--- src/rtl/mem_wb_stage.sv ---
// rtl/mem_wb_stage.sv - elastic MEM->WB stage with 2-entry skid buffer and write-back select
module mem_wb_stage #(
    parameter int DATA_W    = 32,
    parameter int REG_AW    = 5,
    parameter int ZERO_GATE = 1
) (
    input  logic                          clk,
    input  logic                          clr,
    input  logic                          flush,
    input  logic                          in_valid,
    output logic                          in_ready,
    input  logic                          in_reg_write,
    input  logic                          in_mem_to_reg,
    input  logic [REG_AW-1:0]             in_write_reg,
    input  logic [DATA_W-1:0]             in_alu_out,
    input  logic [DATA_W-1:0]             in_dm_out,
    output logic                          out_valid,
    input  logic                          out_ready,
    output logic                          out_reg_write,
    output logic                          out_mem_to_reg,
    output logic [REG_AW-1:0]             out_write_reg,
    output logic [DATA_W-1:0]             out_wb_data,
    output logic [2+REG_AW+2*DATA_W-1:0]  out_pkt,
    output logic                          fwd_hit_valid
);

    localparam int PKT_W = 2 + REG_AW + 2 * DATA_W;

    // Field order matches the legacy packed bus, LSB first: reg_write, mem_to_reg, write_reg, alu, dm.
    typedef struct packed {
        logic [DATA_W-1:0] dm_out;
        logic [DATA_W-1:0] alu_out;
        logic [REG_AW-1:0] write_reg;
        logic              mem_to_reg;
        logic              reg_write;
    } entry_t;

    typedef enum logic [1:0] {EMPTY, ONE, TWO} state_t;

    state_t     state;
    entry_t     head;
    entry_t     skid;
    entry_t     in_entry;
    logic       zero_dest;
    logic       accept;
    logic       pop;
    logic [PKT_W-1:0] head_bits;

    assign zero_dest = (in_write_reg == '0);
    assign accept    = in_valid & in_ready & ~flush;
    assign pop       = out_valid & out_ready;

    always_comb begin
        in_entry            = '0;
        in_entry.reg_write  = in_reg_write & ~((ZERO_GATE != 0) & zero_dest);
        in_entry.mem_to_reg = in_mem_to_reg;
        in_entry.write_reg  = in_write_reg;
        in_entry.alu_out    = in_alu_out;
        in_entry.dm_out     = in_dm_out;
    end

    // in_ready and out_valid are flopped from the next occupancy so no ready path is combinational.
    always_ff @(posedge clk or posedge clr) begin
        if (clr) begin
            state     <= EMPTY;
            head      <= '0;
            skid      <= '0;
            in_ready  <= 1'b1;
            out_valid <= 1'b0;
        end else if (flush) begin
            state     <= EMPTY;
            head      <= '0;
            skid      <= '0;
            in_ready  <= 1'b1;
            out_valid <= 1'b0;
        end else begin
            case (state)
                EMPTY: begin
                    if (accept) begin
                        head      <= in_entry;
                        state     <= ONE;
                        out_valid <= 1'b1;
                    end
                end
                ONE: begin
                    if (accept && !pop) begin
                        skid     <= in_entry;
                        state    <= TWO;
                        in_ready <= 1'b0;
                    end else if (accept) begin
                        head <= in_entry;
                    end else if (pop) begin
                        state     <= EMPTY;
                        out_valid <= 1'b0;
                    end
                end
                TWO: begin
                    if (pop) begin
                        head     <= skid;
                        state    <= ONE;
                        in_ready <= 1'b1;
                    end
                end
                default: begin
                    state     <= EMPTY;
                    in_ready  <= 1'b1;
                    out_valid <= 1'b0;
                end
            endcase
        end
    end

    assign head_bits      = head;
    assign out_reg_write  = head.reg_write & out_valid;
    assign out_mem_to_reg = head.mem_to_reg & out_valid;
    assign out_write_reg  = out_valid ? head.write_reg : '0;
    assign out_wb_data    = out_valid ? (head.mem_to_reg ? head.dm_out : head.alu_out) : '0;
    assign out_pkt        = out_valid ? head_bits : '0;
    assign fwd_hit_valid  = out_reg_write;

endmodule

--- config.mk ---
export PLATFORM = sky130hd
export DESIGN_NAME = mem_wb_stage
export DESIGN_NICKNAME = d
export VERILOG_FILES = /design/src/rtl/mem_wb_stage.sv
export SDC_FILE = /design/constraint.sdc
export NUM_CORES = 1
export LEC_CHECK = 0
export ABC_AREA = 1
export BUFFER_PORTS_ARGS = -buffer_cell sky130_fd_sc_hd__buf_2
export CAP_MARGIN = 20
export CORE_UTILIZATION = 49
export CTS_BUF_LIST = sky130_fd_sc_hd__clkbuf_8 sky130_fd_sc_hd__clkbuf_16
export CTS_CLUSTER_DIAMETER = 150
export CTS_CLUSTER_SIZE = 12
export DETAILED_ROUTE_END_ITERATION = 6
export GPL_TIMING_DRIVEN = 0
export PLACE_DENSITY = 0.77
export SLEW_MARGIN = 10
export SYNTH_ARGS = -nofsm -noshare
export SYNTH_HDL_FRONTEND = slang
export SYNTH_SLANG_ARGS = --single-unit
--- constraint.sdc ---
create_clock -name clk -period 3.95 [get_ports clk]
set_clock_uncertainty 0.05 [all_clocks]
set_input_delay 0.1975 -clock clk [delete_from_list [all_inputs] [get_ports clk]]
set_output_delay 0.1975 -clock clk [all_outputs]
set_load 0.005 [all_outputs]
==> summary.txt, run 1 <==
Status
  – Status: finished clean

Logic synthesis
  – Seq/Total Area, Yosys: 48.0%
  – Post-synthesis cell type count: 24
  – Synthesized netlist cell count: 1051
  – Synth top area share: 47.7%
  – Ys async rst share: 100%
  – Netlist Area Pre-Place: 7610 um2
  – Synth Flop Type: dfrtp_1
  – EDFF count, synth: 0
  – Ys Warns: 0
  – Top cells by area, synth: dfrtp_1 (48%), nand2_1 (19%), o21ai_0 (9.5%)
  – Post-synthesis area per instance: 7.24 um2
  – Syn Nets: 1131
  – Synth Register Bits: 146
  – Area leader, netlist: dfrtp_1

Final layout
  – Nets: 1412
  – Area grow syn2layout: 32.8%
  – Post-route cell area: 10100 um2
  – Antenna cells: 0
  – Fraction of layout cells with a size suffix above 1: 20.5%

Pwr
  – Combinational power share: 37.6%
  – Sequential share of power: 37.5%
  – Clock power share: 24.9%
  – Leak Pwr: 6.02 nW
  – Worst vdd ir: 0.380 mV
  – Sw Share: 38.3%
  – Int Power: 3.59 mW
  – Sw Pwr: 2.23 mW
  – PD cells: 576 nW/um2

Timing
  – Slew margin rel.: 53.2%
  – Worst-Margin Slew: 0.701 ns
  – RSZ-0062 raised after global routing: no
  – F_max: 0.412 GHz
  – Max-slew violation count: 0
  – Crit share post-route: 61.4%
  – Setup TNS: 0 ns
  – Tmin final: 2.43 ns
  – Worst hold slack: 0.0208 ns
  – Final setup fails: 0
  – Final hold vios: 0

Min path
  – WHS Endpoint: skid[2]$_DFFE_PP0P_
  – WHS Path Cells: 3
  – Worst hold start: in_write_reg[0]
  – Hold Crit Class: in2reg

Worst setup path
  – R2R Path End: head[67]$_DFFE_PP0P_
  – Critical setup path kind: reg2out
  – Worst setup SP type: flop
  – CP Max Fanout: 11
  – WP buf/inv: 5
  – CP max stage cell: buf_1
  – Worst path cell trace: buf_4 -> nand2_1 -> inv_1 -> buf_1 -> o22ai_1 -> inv_1 -> buf_2
  – CP delay by family, top: buffers and inverters
  – Worst Setup End Kind: output pin
  – Reg2Reg Depth: 8
  – Reg2reg start: state[0]$_DFFE_PP0P_
  – Most used cell, CP: inv_1
  – Setup slack, reg-to-reg: 1.72 ns
  – Setup crit start: out_valid$_DFFE_PP0P_
  – Worst EP arrival: 2.18 ns
  – Crit path largest cell delay: 0.51 ns
  – Worst EP required: 3.70 ns

Drt
  – Final ANT Viol Nets: 0
  – Starting DRT DRC Count: 639
  – Residual DRC: 0
  – Via/cell ratio: 5.11
  – WL per Instance: 14.8 um
  – Via count: 7828
  – DR pass1 iterations: 5
  – WL final: 22600 um

Clocking
  – Clock transition at path regs: 0.06 ns
  – CTS root buffer: clkbuf_16
  – Worst-Skew Late Latency: 0.43 ns
  – # Post-CTS Setup Buffers: 0
  – CTS max path bufs: 2
  – Num CTS Buffers: 17
  – CTS tree: done
  – CTS Sinks: 146
  – Hold buffers post-CTS: 70
  – Depth of the CTS H-tree: 4
  – Resized Gates After CTS: 0

Global route
  – Global router's overall resource usage: 29.4%
  – Grt total ovfl: 0
  – First-pass GRT wire length: 36000 um
  – Initial antenna violation count: 0
  – Vias in the first global route: 7204
  – Largest net degree at the start of global routing: 39

Place
  – Placed cell area: 8880 um2
  – Gpl congestion: 0.843
  – Port Buf Inserts: 188
  – Dpl hpwl: 15500 um

Die
  – Core box area: 15200 um2
  – I/O pins: 189
  – Die ar.: 16000 um2
  – Starting density of the core: 50.1%
  – Die Wd: 127 um
  – Cell row count: 45
  – Die height: 127 um

Job
  – Max cap viols: 0
==> cell usage after synthesis, types with 4 or more instances <==
master      n
dfrtp_1   145
nor2_1     10
o21ai_0   144
nand3_1     8
o22ai_1    33
nand2_1   383
a21oi_1    53
clkbuf_1   20
buf_4      11
ha_1        4
buf_6       7
inv_1     187
buf_1       6
buf_2      25
==> state kept, by name, summed over array words and instances (netlist names) <==
name,cells
out_valid,1
skid,71
state,2
head,71
in_ready,1
==> routing by layer <==
metal | vias to the layer above | global-route usage (%) | wire length [um]
met5 | - | 0 | 0
met1 | 3669 | 38.9 | 9780
li1 | 3772 | - | -
met3 | 41 | 5.53 | 1600
met2 | 346 | 47.5 | 10700
met4 | 0 | 12.8 | 536
==> kinds of logic after synthesis <==
logic type / after synthesis / synth area share (%)
buffers and inverters: 259 / 14.4
AO/OA/AOI/OAI: 231 / 15.7
AND/OR/NAND/NOR: 411 / 21.1
flip-flops: 146 / 48.0
adder cells (fa/ha/maj): 4 / 0.658
==> worst min-delay path, stage by stage <==
cell	delay (ns)
buf_2	0.11
inv_1	0.07
o22ai_1	0.08
==> cells in the final DEF (no fill, tap or decap), types with 2 or more instances in the layout <==
| cell type | n |
|---|---|
| clkinv_2 | 4 |
| buf_2 | 213 |
| clkinvlp_4 | 2 |
| buf_6 | 7 |
| buf_1 | 6 |
| buf_4 | 11 |
| a21oi_1 | 53 |
| buf_12 | 3 |
| inv_2 | 2 |
| ha_1 | 4 |
| dfrtp_1 | 145 |
| inv_1 | 191 |
| clkbuf_1 | 20 |
| nor2_1 | 10 |
| clkbuf_16 | 17 |
| dlygate4sd3_1 | 70 |
| nand2_2 | 3 |
| nand3_2 | 3 |
| nand3_1 | 8 |
| clkbuf_8 | 4 |
| o22ai_1 | 33 |
| nand2_1 | 383 |
| o21ai_0 | 144 |
==> power by group through the flow <==
stage	clock network (mW)	registers, mW	logic, mW
final	1.45	2.18	2.19
after CTS	1.46	2.18	2.18
after global routing	1.52	2.24	2.46
after detailed placement	0	2.20	2.11
after floorplan	0	2.12	1.34
after global placement	0	2.19	2.06
==> area by class of cell <==
cell class                      count  area [um2]
Fill cell                        1301        5100
Sequential cell                   146        3650
Multi-Input combinational cell    646        2860
Timing Repair Buffer              262        1730
Inverter                          189         713
Clock buffer                       21         480
Buffer                             70         389
Tap cell                          188         235
Clock inverter                     10        46.3
==> worst max path at each step <==
stage	end	slack, ns	depth (start not counted)
global placement	head[39]$_DFFE_PP0P_	0.89	2
global route	out_wb_data[28]	1.42	7
floorplan	head[0]$_DFFE_PP0P_	1.87	1
CTS	out_wb_data[22]	1.57	7
detailed placement	head[21]$_DFFE_PP0P_	1.75	8
finish	out_wb_data[28]	1.52	7
==> per-stage QoR <==
step / util, % / total power [mW] / std cells / setup slack [ns]
2_1_floorplan: - / 3.47 / 1051 / 1.87
3_3_place_gp: 57.8 / 4.25 / 1427 / 0.894
3_5_place_dp: 58.4 / 4.31 / 1431 / 1.75
4_1_cts: 66.5 / 5.81 / 1532 / 1.57
5_1_grt: 66.5 / 6.21 / 1532 / 1.42
6_report: 66.5 / 5.82 / 1532 / 1.52
No activity file was read; power rests on OpenSTA's default activity.
==> run 2: changes to the inputs <==
--- a/config.mk
+++ b/config.mk
@@ -5,16 +5,16 @@
 export SDC_FILE = /design/constraint.sdc
 export NUM_CORES = 1
 export LEC_CHECK = 0
-export ABC_AREA = 1
+export ABC_AREA = 0
 export BUFFER_PORTS_ARGS = -buffer_cell sky130_fd_sc_hd__buf_2
 export CAP_MARGIN = 20
-export CORE_UTILIZATION = 49
+export CORE_UTILIZATION = 50
 export CTS_BUF_LIST = sky130_fd_sc_hd__clkbuf_8 sky130_fd_sc_hd__clkbuf_16
 export CTS_CLUSTER_DIAMETER = 150
 export CTS_CLUSTER_SIZE = 12
 export DETAILED_ROUTE_END_ITERATION = 6
 export GPL_TIMING_DRIVEN = 0
-export PLACE_DENSITY = 0.77
+export PLACE_DENSITY = 0.75
 export SLEW_MARGIN = 10
 export SYNTH_ARGS = -nofsm -noshare
 export SYNTH_HDL_FRONTEND = slang
==> constraint.sdc (replaced) <==
create_clock -name clk -period 2.5 [get_ports clk]
set_clock_uncertainty 0.05 [all_clocks]
set_input_delay 0.125 -clock clk [delete_from_list [all_inputs] [get_ports clk]]
set_output_delay 0.125 -clock clk [all_outputs]
set_load 0.005 [all_outputs]
==> run 2 against run 1 <==
Against the previous run: critical endpoint is now out_pkt[55]; sequential share of layout area fell by 1.1 points; critical path depth shrank 2; total power up 58%; design area increased by 3.2%; area after synthesis rose by 3.3%; flip-flop and latch count unchanged; utilization increased by 1.9 points; register-to-register slack lost 1.5 ns; clock power increased by 59%.
==> summary.txt, run 2 <==
Status
  – Status: finished clean

Place
  – Port Buf Inserts: 188
  – Gpl congestion: 0.850
  – Dpl hpwl: 16000 um
  – Pre-CTS setup slack: 0.199 ns

Clocking
  – CTS max path bufs: 2
  – CTS root buffer: clkbuf_16
  – Clock transition at path regs: 0.06 ns
  – Worst-Skew Late Latency: 0.42 ns
  – CTS tree: done
  – Depth of the CTS H-tree: 4
  – CTS Sinks: 146
  – Num CTS Buffers: 17

Logic synthesis
  – Syn Nets: 904
  – Synth top area share: 46.2%
  – Synthesized netlist cell count: 824
  – Top cells by area, synth: dfrtp_1 (46%), mux2i_1 (13%), a211oi_1 (6.7%)
  – Area leader, netlist: dfrtp_1
  – Post-synthesis cell type count: 34
  – Ys async rst share: 100%
  – Most frequent cell after synthesis: dfrtp_1
  – Synth Register Bits: 146
  – Post-synthesis area per instance: 9.54 um2
  – Synth Flop Type: dfrtp_1
  – Commonest cells post-synth: dfrtp_1 (145), mux2i_1 (103), nor2_1 (76)
  – Ys Warns: 0
  – Seq/Total Area, Yosys: 46.5%
  – EDFF count, synth: 0
  – Netlist Area Pre-Place: 7860 um2

Drt
  – Final ANT Viol Nets: 0
  – Via/cell ratio: 5.27
  – Via count: 7024
  – WL per Instance: 17.3 um
  – DR pass1 iterations: 5
  – Residual DRC: 0
  – Starting DRT DRC Count: 466
  – WL final: 23000 um

Timing
  – Worst hold slack: 0.105 ns
  – Crit share post-route: 93.5%
  – Final hold vios: 0
  – Max-slew violation count: 0
  – Tmin final: 2.34 ns
  – Worst-Margin Slew: 0.844 ns
  – Slew margin rel.: 43.7%
  – Final setup fails: 0
  – RSZ-0062 raised after global routing: no
  – F_max: 0.428 GHz
  – Final WS setup: 0.162 ns

Die
  – Core box area: 15300 um2
  – Die Wd: 127 um
  – I/O pins: 189
  – Starting density of the core: 51.5%
  – Die height: 127 um
  – Die ar.: 16200 um2
  – Cell row count: 45

Final layout
  – Fraction of layout cells with a size suffix above 1: 24.3%
  – Commonest non-fill, non-tap cell in the layout: buf_2
  – Fill count: 1207
  – Biggest regs: head (71), skid (71), state (2)
  – Final core occ: 68.4%
  – Register area: 3650 um2
  – Commonest non-fill, non-tap cells in the layout: buf_2 (217), dfrtp_1 (145), mux2i_1 (103)
  – Area occupied by multi-input gates: 3790 um2
  – Area grow syn2layout: 32.7%
  – Nets: 1189

Worst setup path
  – Crit path largest cell delay: 0.50 ns
  – Worst Setup End Kind: output pin
  – Worst path cell trace: clkbuf_2 -> clkbuf_2 -> clkbuf_1 -> and2_1 -> buf_2
  – Worst setup SP type: flop
  – WP buf/inv: 4
  – Worst EP arrival: 2.16 ns
  – CP Max Fanout: 10
  – Critical setup path kind: reg2out
  – Worst EP required: 2.33 ns
  – CP max stage cell: clkbuf_1
  – Most used cell, CP: clkbuf_2
  – CP delay by family, top: buffers and inverters

Global route
  – Largest net degree at the start of global routing: 38
  – Global router's overall resource usage: 29.6%
  – Grt total ovfl: 0
  – Initial antenna violation count: 2
  – First-pass GRT wire length: 36400 um
  – Vias in the first global route: 6750

Pwr
  – Worst vdd ir: 0.611 mV
  – Sequential share of power: 38.2%
  – Sw Share: 36.9%
  – PD cells: 881 nW/um2
  – Int Power: 5.80 mW
  – Clock power share: 25.1%
  – Leak Pwr: 4.83 nW
  – Sw Pwr: 3.39 mW
  – Pwr Total: 9.19 mW
  – Combinational power share: 36.6%

Job
  – Max cap viols: 0

Min path
  – Hold Crit Class: in2reg
-- run 2: tightest hold or removal path: stages --
cell and delay, ns:
buf_2 0.09, o21a_1 0.15, mux2i_1 0.08, nor2_1 0.08
-- run 2: layer usage --
layer / up-vias / wire (um) / track usage [%]
met5: - / 9 / 0
met4: 2 / 551 / 11.1
met3: 43 / 1400 / 5.99
met2: 257 / 10900 / 47.0
met1: 3377 / 10200 / 40.1
li1: 3345 / - / -
-- run 2: power by group through the flow --
| stage | sequential [mW] | combinational, mW | clock [mW] |
|---|---|---|---|
| 4_1_cts | 3.50 | 3.33 | 2.34 |
| 3_3_place_gp | 3.52 | 3.15 | 0 |
| 3_5_place_dp | 3.53 | 3.23 | 0 |
| 6_report | 3.51 | 3.37 | 2.31 |
| 5_1_grt | 3.59 | 3.72 | 2.44 |
| 2_1_floorplan | 3.32 | 2.31 | 0 |
-- run 2: logic make-up (layout without fill, tap and decap cells) --
family	count (synthesis)	after routing	synth area share [%]
AND/OR/NAND/NOR	331	331	21.8
flip-flops	146	146	46.5
AO/OA/AOI/OAI	153	153	12.4
other	0	1	0
multiplexers	104	104	13.3
adder cells (fa/ha/maj)	4	4	0.637
XOR/XNOR	1	1	0.111
buffers and inverters	85	383	5.30
-- run 2: per-stage QoR --
stage	std cells	cell area [um2]	setup TNS [ns]
floorplan	824	7860	0
global placement	1223	9070	-72.21
detailed placement	1227	9160	0
CTS	1330	10400	0
global route	1333	10400	0
finish	1334	10400	0
-- run 2: repair_timing --
item | in CTS | in global routing
gates resized for setup | 1 | 2
buffers inserted | 0 | 3
pin swaps | 0 | 1
setup endpoints to repair | 15 | 9
hold buffers | 71 | 0
endpoints found under the hold margin | 111 | 0
-- run 2: final cells by class --
cell class | count | area share (%)
antenna | 1 | 0.0240
buffer | 79 | 3.80
clock buffer | 22 | 4.74
clock inverter | 10 | 0.420
inverter | 6 | 0.252
multi-input combinational | 593 | 36.3
sequential | 146 | 35.0
tap | 211 | 2.53
timing repair buffer | 266 | 16.9
-- run 2: worst paths after layout --
| path | from | endpoint | slack, ns | depth (start not counted) |
|---|---|---|---|---|
| min in group asynchronous | clr | skid[28]$_DFFE_PP0P_ | 0.28 | 3 |
| worst max-delay path | out_valid$_DFFE_PP0P_ | out_pkt[55] | 0.16 | 5 |
| max in group asynchronous | clr | in_ready$_DFFE_PP1P_ | 1.29 | 5 |
| worst min-delay path | in_reg_write | skid[0]$_DFFE_PP0P_ | 0.11 | 4 |
| worst max register to register | state[0]$_DFFE_PP0P_ | head[66]$_DFFE_PP0P_ | 0.21 | 9 |
| worst min register to register | head[0]$_DFFE_PP0P_ | head[0]$_DFFE_PP0P_ | 0.49 | 2 |
